--- src/rtl/usb_pkg.sv ---
// rtl/usb_pkg.sv - shared USB constants and packet encodings
package usb_pkg;

    localparam int USB_BUF_DEPTH  = 64;
    localparam int USB_BUF_DATA_W = 8;
    localparam int USB_BUF_OCC_W  = 7;

    // PID selector used by USB_TX and the top-level controller
    typedef enum logic [3:0] {
        PID_NONE  = 4'd0,
        PID_DATA0 = 4'd1,
        PID_DATA1 = 4'd2,
        PID_ACK   = 4'd3,
        PID_NAK   = 4'd4,
        PID_STALL = 4'd5
    } tx_packet_t;

endpackage

--- src/rtl/usb_tx_data_buffer_if.sv ---
// rtl/usb_tx_data_buffer_if.sv - push/pop/status bundle of the USB TX byte buffer
interface usb_tx_data_buffer_if #(
    parameter int DATA_W = usb_pkg::USB_BUF_DATA_W,
    parameter int OCC_W  = usb_pkg::USB_BUF_OCC_W
);
    logic              clear;
    logic              store_tx_data;
    logic [DATA_W-1:0] tx_data_in;
    logic              get_tx_packet_data;
    logic [DATA_W-1:0] tx_packet_data;
    logic [OCC_W-1:0]  buffer_occupancy;
    logic              full;
    logic              empty;
    logic              overflow_err;
    logic              underflow_err;

    modport master (
        output clear, store_tx_data, tx_data_in, get_tx_packet_data,
        input  tx_packet_data, buffer_occupancy, full, empty, overflow_err, underflow_err
    );

    modport slave (
        input  clear, store_tx_data, tx_data_in, get_tx_packet_data,
        output tx_packet_data, buffer_occupancy, full, empty, overflow_err, underflow_err
    );
endinterface

--- src/rtl/usb_tx_data_buffer.sv ---
// rtl/usb_tx_data_buffer.sv - first-word fall-through byte FIFO feeding USB_TX
module usb_tx_data_buffer
    import usb_pkg::*;
#(
    parameter int DEPTH  = USB_BUF_DEPTH,
    parameter int DATA_W = USB_BUF_DATA_W,
    parameter int OCC_W  = $clog2(DEPTH) + 1
) (
    input  logic                  clk,
    input  logic                  n_rst,
    usb_tx_data_buffer_if.slave   bus
);
    localparam int PTR_W = $clog2(DEPTH);

    logic [DATA_W-1:0] mem [DEPTH];
    logic [PTR_W-1:0]  wr_ptr;
    logic [PTR_W-1:0]  rd_ptr;
    logic [OCC_W-1:0]  occ;
    logic              ovf_q;
    logic              udf_q;

    logic is_full;
    logic is_empty;
    logic push_ok;
    logic pop_ok;

    assign is_full  = (occ == OCC_W'(DEPTH));
    assign is_empty = (occ == '0);

    // When full, a concurrent pop frees the slot the push lands in
    assign push_ok = bus.store_tx_data && (!is_full || bus.get_tx_packet_data);
    assign pop_ok  = bus.get_tx_packet_data && !is_empty;

    always_ff @(posedge clk) begin
        if (!n_rst || bus.clear) begin
            wr_ptr <= '0;
            rd_ptr <= '0;
            occ    <= '0;
            ovf_q  <= 1'b0;
            udf_q  <= 1'b0;
        end else begin
            if (push_ok) begin
                wr_ptr <= wr_ptr + PTR_W'(1);
            end
            if (pop_ok) begin
                rd_ptr <= rd_ptr + PTR_W'(1);
            end
            case ({push_ok, pop_ok})
                2'b10:   occ <= occ + OCC_W'(1);
                2'b01:   occ <= occ - OCC_W'(1);
                default: occ <= occ;
            endcase
            if (bus.store_tx_data && !push_ok) begin
                ovf_q <= 1'b1;
            end
            if (bus.get_tx_packet_data && is_empty) begin
                udf_q <= 1'b1;
            end
        end
    end

    // Storage carries no reset; only pointers and count define validity
    always_ff @(posedge clk) begin
        if (n_rst && !bus.clear && push_ok) begin
            mem[wr_ptr] <= bus.tx_data_in;
        end
    end

    assign bus.tx_packet_data   = is_empty ? '0 : mem[rd_ptr];
    assign bus.buffer_occupancy = occ;
    assign bus.full             = is_full;
    assign bus.empty            = is_empty;
    assign bus.overflow_err     = ovf_q;
    assign bus.underflow_err    = udf_q;

endmodule

--- src/flat_wrapper.sv ---
// flat-port wrapper written by rule: the top's interface ports become plain ports
module usb_tx_data_buffer_flat import usb_pkg::*;
#(
    parameter int DEPTH  = USB_BUF_DEPTH,
    parameter int DATA_W = USB_BUF_DATA_W,
    parameter int OCC_W  = $clog2(DEPTH) + 1
)
  (clk, n_rst, bus_clear, bus_store_tx_data, bus_tx_data_in, bus_get_tx_packet_data, bus_tx_packet_data, bus_buffer_occupancy, bus_full, bus_empty, bus_overflow_err, bus_underflow_err);
  usb_tx_data_buffer_if #(.DATA_W(DATA_W), .OCC_W(OCC_W)) bus_i ();
  input  logic clk;
  input  logic n_rst;
  input wire logic [$bits(bus_i.clear)-1:0] bus_clear;
  input wire logic [$bits(bus_i.store_tx_data)-1:0] bus_store_tx_data;
  input wire logic [$bits(bus_i.tx_data_in)-1:0] bus_tx_data_in;
  input wire logic [$bits(bus_i.get_tx_packet_data)-1:0] bus_get_tx_packet_data;
  output wire logic [$bits(bus_i.tx_packet_data)-1:0] bus_tx_packet_data;
  output wire logic [$bits(bus_i.buffer_occupancy)-1:0] bus_buffer_occupancy;
  output wire logic [$bits(bus_i.full)-1:0] bus_full;
  output wire logic [$bits(bus_i.empty)-1:0] bus_empty;
  output wire logic [$bits(bus_i.overflow_err)-1:0] bus_overflow_err;
  output wire logic [$bits(bus_i.underflow_err)-1:0] bus_underflow_err;
  assign bus_i.clear = bus_clear;
  assign bus_i.store_tx_data = bus_store_tx_data;
  assign bus_i.tx_data_in = bus_tx_data_in;
  assign bus_i.get_tx_packet_data = bus_get_tx_packet_data;
  assign bus_tx_packet_data = bus_i.tx_packet_data;
  assign bus_buffer_occupancy = bus_i.buffer_occupancy;
  assign bus_full = bus_i.full;
  assign bus_empty = bus_i.empty;
  assign bus_overflow_err = bus_i.overflow_err;
  assign bus_underflow_err = bus_i.underflow_err;
  usb_tx_data_buffer #(.DEPTH(DEPTH), .DATA_W(DATA_W), .OCC_W(OCC_W)) u_core (.clk(clk), .n_rst(n_rst), .bus(bus_i));
endmodule
--- config.mk ---
export PLATFORM = sky130hd
export DESIGN_NAME = usb_tx_data_buffer_flat
export DESIGN_NICKNAME = d
export VERILOG_FILES = /design/src/rtl/usb_pkg.sv /design/src/rtl/usb_tx_data_buffer_if.sv /design/src/rtl/usb_tx_data_buffer.sv /design/src/flat_wrapper.sv
export SDC_FILE = /design/constraint.sdc
export NUM_CORES = 1
export LEC_CHECK = 0
export ABC_AREA = 0
export BUFFER_PORTS_ARGS = -buffer_cell sky130_fd_sc_hd__buf_2
export CAP_MARGIN = 15
export CORE_MARGIN = 2
export CORE_UTILIZATION = 55
export DETAILED_ROUTE_END_ITERATION = 10
export PLACE_DENSITY = 0.82
export SYNTH_ARGS = -nofsm -noshare
export SYNTH_HDL_FRONTEND = slang
export SYNTH_SLANG_ARGS = --single-unit
--- constraint.sdc ---
create_clock -name clk -period 7 [get_ports clk]
set_clock_uncertainty 0.05 [all_clocks]
set_input_delay 1.05 -clock clk [delete_from_list [all_inputs] [get_ports clk]]
set_output_delay 1.05 -clock clk [all_outputs]
set_load 0.02 [all_outputs]
-- Yosys cells after proc, flatten, opt, wreduce, memory -nomap -nowiden
Memory sizes are Yosys's and may differ from the RTL's. A register that Yosys moved wholly into a read port is not among the register bits.
Index checks and enable logic that the tools add are counted.
- bits of input ports: 13
- ROM bits: 0
- register bits: 21
- word-level logic and storage cells: 34
- bits in latches: 0
- RAM bits: 512
- memories kept: 1
- output and inout bits: 19
- memories (name ; depth ; bits a word ; read ports ; clocked after memory_dff ; write ports ; line ; text):
    u_core.mem ; 64 ; 8 ; 1 ; 1 ; 1 ; usb_tx_data_buffer.sv:15 ; logic [DATA_W-1:0] mem [DEPTH];
- equal/unequal tests: 3
- $mul: 0
- reduce and logical (&&, ||, !) cells: 15
- shifts and indexed selects: 0
- bitwise logic cells: 0
- order comparisons: 0
- divide/modulo/power cells: 0
- add/subtract/negate cells: 4
- mux-type cells: 6
- operators with widths (kind ; number):
    case mux 7 bit (2 select lines) ; 1
    adder 6 x 1 -> 6 bit (second input constant) ; 2
    2-to-1 mux 6 bit ; 2
    2-to-1 mux 8 bit ; 1
    adder 7 x 1 -> 7 bit (second input constant) ; 1
    equality test 7 bit (second input constant) ; 1
    logical NOT 7 bit ; 1
    subtractor 7 x 1 -> 7 bit (second input constant) ; 1
    logical AND 1 bit ; 6
    logical NOT 1 bit ; 5
    equality test 2 x 1 -> 1 bit (second input constant) ; 1
    equality test 2 bit (second input constant) ; 1
    logical OR 1 bit ; 2
    2-to-1 mux 1 bit ; 2
    nonzero test 2 bit ; 1

-- Depth between registers and ports, before layout
- depth after elaboration: 7
- depth in mapped cells: 11
- mapped depth without buffers: 11

-- Worst setup path after synthesis
OpenSTA, ideal clock, no wires.
- kind: input port to flip-flop
- start point: input port bus_get_tx_packet_data
- end point: register u_core.occ[6] (netlist: u_core.bus.buffer_occupancy[6])
- required time: 6.878 ns
- arrival time: 3.044 ns
- setup time: 0.072 ns
- path buffers: 0
- stages: 9
- path slack: 3.834 ns
- cells stage by stage: inv_1 -> a31oi_1 -> ha_1 -> ha_1 -> nor2b_1 -> o21a_1 -> o21a_1 -> o211ai_1 -> mux2i_1
- cells in the longest elaborated chain, start to end: 4
- elaborated cells between the ends (all ways): 7
- classes of those cells: eq/ne (2); mux (1); reduce/logical (4)
- RTL lines (item ; line ; text):
    start: declaration ; flat_wrapper.sv:15 ; input wire logic [$bits(bus_i.get_tx_packet_data)-1:0] bus_get_tx_packet_data;
    logical OR 1 bit ; usb_tx_data_buffer.sv:31 ; assign push_ok = bus.store_tx_data && (!is_full || bus.get_tx_packet_data);
    logical AND 1 bit ; usb_tx_data_buffer.sv:31 ;
    equality test 2 x 1 -> 1 bit or equality test 2 bit (tied branches) ; usb_tx_data_buffer.sv:48 ; case ({push_ok, pop_ok})
    case mux 7 bit (2 select lines) or nonzero test 2 bit (tied branches) ; n/a ;
    end signal: assignment ; usb_tx_data_buffer.sv:49 ; 2'b10: occ <= occ + OCC_W'(1);
    end signal: assignment ; usb_tx_data_buffer.sv:50 ; 2'b01: occ <= occ - OCC_W'(1);
    end: declaration ; usb_tx_data_buffer.sv:18 ; logic [OCC_W-1:0] occ;
Several ways; a longest one is shown, not always the timed one.
A chain may end at the register's enable or synchronous reset.

==> run metrics <==
residual DRC count=0; WP data required=5.90 ns; Max-cap violations=0; starting density of the core=56.0%; Routed WL=46.5 mm; antenna violations before repair=0; minimum clock period=roughly 4.8 ns; Final Hold Fails=0; hold path cells=2; vias post-DR=approximately 11k; status=completed; routability cong.=approximately 0.85; Global Route Usage Sum=24.2%; Tcrit/Tclk final=approximately two thirds; die width=200 um; IO Pins=32; crit path launch type=flop; DRT Pass-1 Iters=5; setup_tns=0 ns; routed len/inst=28.2 um; port buffer count=31; CP Capture Type=primary output; Register-to-Register Path Depth=6; Hold Buf Count CTS=0; area share of the largest cell type after synthesis=around 73%; synth-to-layout area growth=10.8%; CP Class=flop to primary output; vias per cell=roughly 6.6; area of the mapped netlist=between 20000 and 25000 sq um; max-slew violations=0; die area=39900 sq um; pwr dens=about 270 nW/um^2; Yosys top cell by area=edfxtp_1; worst vdd ir=0.214 mV; antenna-violating nets left=0; global-route wire length before repair=69.5 mm; detailed placer's ending HPWL=26.7 mm; number of synthesis warnings=0; diode count=0; Num CTS Buffers=just under 50; Worst Hold Class=flop to flop; Mapped Cells=about 1.1k; setup bufs post-CTS=0; largest fanout on the critical path=63; Root Buffer=clkbuf_16; Post-synth EDFFs=between 500 and 600; most frequent cells in the layout=edfxtp_1 (512), mux4_2 (128), nor2_1 (97); grt ovf=0; Avg Cell Area, Syn=20.0 sq um; fin nets=about 1.1k; measured slew at the worst slew-check pin=approximately 1.1 ns; Worst-Skew Late Latency=0.56 ns; Max Root-Sink Buffers=3; height of the die=between 150 and 200 um; Fmax achieved=roughly 210 MHz; #FFs+latches synth=about 540; largest net degree at the start of global routing=65; Setup-failing EPs final=0; clock sink count=539; CTS H-tree lvls=2; cell area after layout=23400 sq um; CTS tree=yes; commonest non-fill, non-tap cell in the layout=edfxtp_1; Max-slew headroom=~24%; DR iter-0 viols=roughly 1.3k; Post-CTS Resized=0; Worst-path clk slew=roughly 0.070 ns; RSZ-0062 raised after global routing=no; Main synth FF type=edfxtp_1; LEAKAGE=just over 7 nW; share of layout cells above drive strength 1=~22%; row count=71; count of different cell masters after synthesis=56; Synth Net Count=1078; register area share after synthesis=75.5%; vias in the first global route=between 10k and 15k; area of the core=between 30000 and 40000 sq um; top cells by area, synth=edfxtp_1 (73%), mux4_2 (14%), dfxtp_1 (2.6%); post-placement cell area=between 20000 and 25000 sq um; Fill cells=around 2.5k; Worst EP arrival=3.70 ns; asr flop ratio synth=0%
-- state kept, by name, summed over array words and instances, names as in the netlist, named ones only --
register                     cells
u_core.bus.overflow_err          1
u_core.bus.buffer_occupancy      7
u_core.rd_ptr                    6
u_core.bus.underflow_err         1
u_core.mem                     512
u_core.wr_ptr                    6
-- metal layers --
metal  GRT usage, %  share of wire, %  vias up  wire, um
met2           37.9                49      732     22600
li1               -                 -     4438         -
met1           33.8                37     5536     17400
met3           5.21                10      106      4750
met4           9.71               3.9        0      1810
met5              0                 0        -         0
-- area by class of cell --
class	instances	area, sq um	share of cell area, %
clock buffer	58	1280	5.49
clock inverter	27	223	0.954
inverter	11	41.3	0.177
multi-input combinational	456	4850	20.8
sequential	539	15900	68.2
tap	511	639	2.74
timing repair buffer	46	400	1.71
-- power by group --
part	total (mW)	switching [mW]	internal [mW]	leakage, nW
sequential	3.54	0.0103	3.53	4.82
combinational	0.201	0.128	0.0737	1.52
clock	2.55	1.14	1.42	0.727
total	6.29	1.27	5.02	7.07
-- path summary, 6_finish.rpt --
| check | from | endpoint | slack (ns) |
|---|---|---|---|
| worst max-delay path | flop | bus_tx_packet_data[0] | 2.20 |
| worst min-delay path | u_core.bus.underflow_err | u_core.bus.underflow_err | 0.44 |
| worst max register to register | u_core.bus.buffer_occupancy[0] | u_core.mem[20][3] | 3.73 |
| worst min register to register | u_core.bus.underflow_err | u_core.bus.underflow_err | 0.44 |
-- cells by family after synthesis --
family                     Yosys count  synth area share [%]
AOI/OAI and AO/OA                  103                  3.44
xor gates and xnor gates            13                 0.540
adders and majority gates            9                 0.570
buffers and inverters               61                  1.51
DFF                                539                  75.5
muxes                              141                  14.3
and+or+nand+nor                    190                  4.15
-- synthesized netlist by cell type, types with 9 or more instances --
cell and instances:
mux4_2 128, a21oi_1 9, dfxtp_1 27, xor2_1 10, nor2_1 97, inv_1 11
nand2_1 38, clkbuf_1 17, buf_4 11, buf_2 14, o21ai_0 13, edfxtp_1 512
o22ai_1 28, mux2i_1 13
-- worst max-delay path, cell delays in order, from the launching register on --
cell and delay, ns:
dfxtp_4 0.87, buf_12 0.47, mux4_2 0.37, nor3_1 0.06, o32a_1 0.41, o31ai_1 0.54
buf_2 0.27
-- per-stage QoR --
stage               setup slack [ns]  cells  power, mW  hold slack (ns)  util [%]
detailed placement              2.80   1555       3.80            0.419      57.6
global route                    2.00   1648       6.46            0.478      62.0
floorplan                       3.83   1056       3.71            0.435         -
CTS                             2.16   1640       6.31            0.436      61.6
global placement                2.79   1555       3.79            0.393      57.6
finish                          2.20   1648       6.29            0.440      62.0
Power figures use the tool's default switching activity.
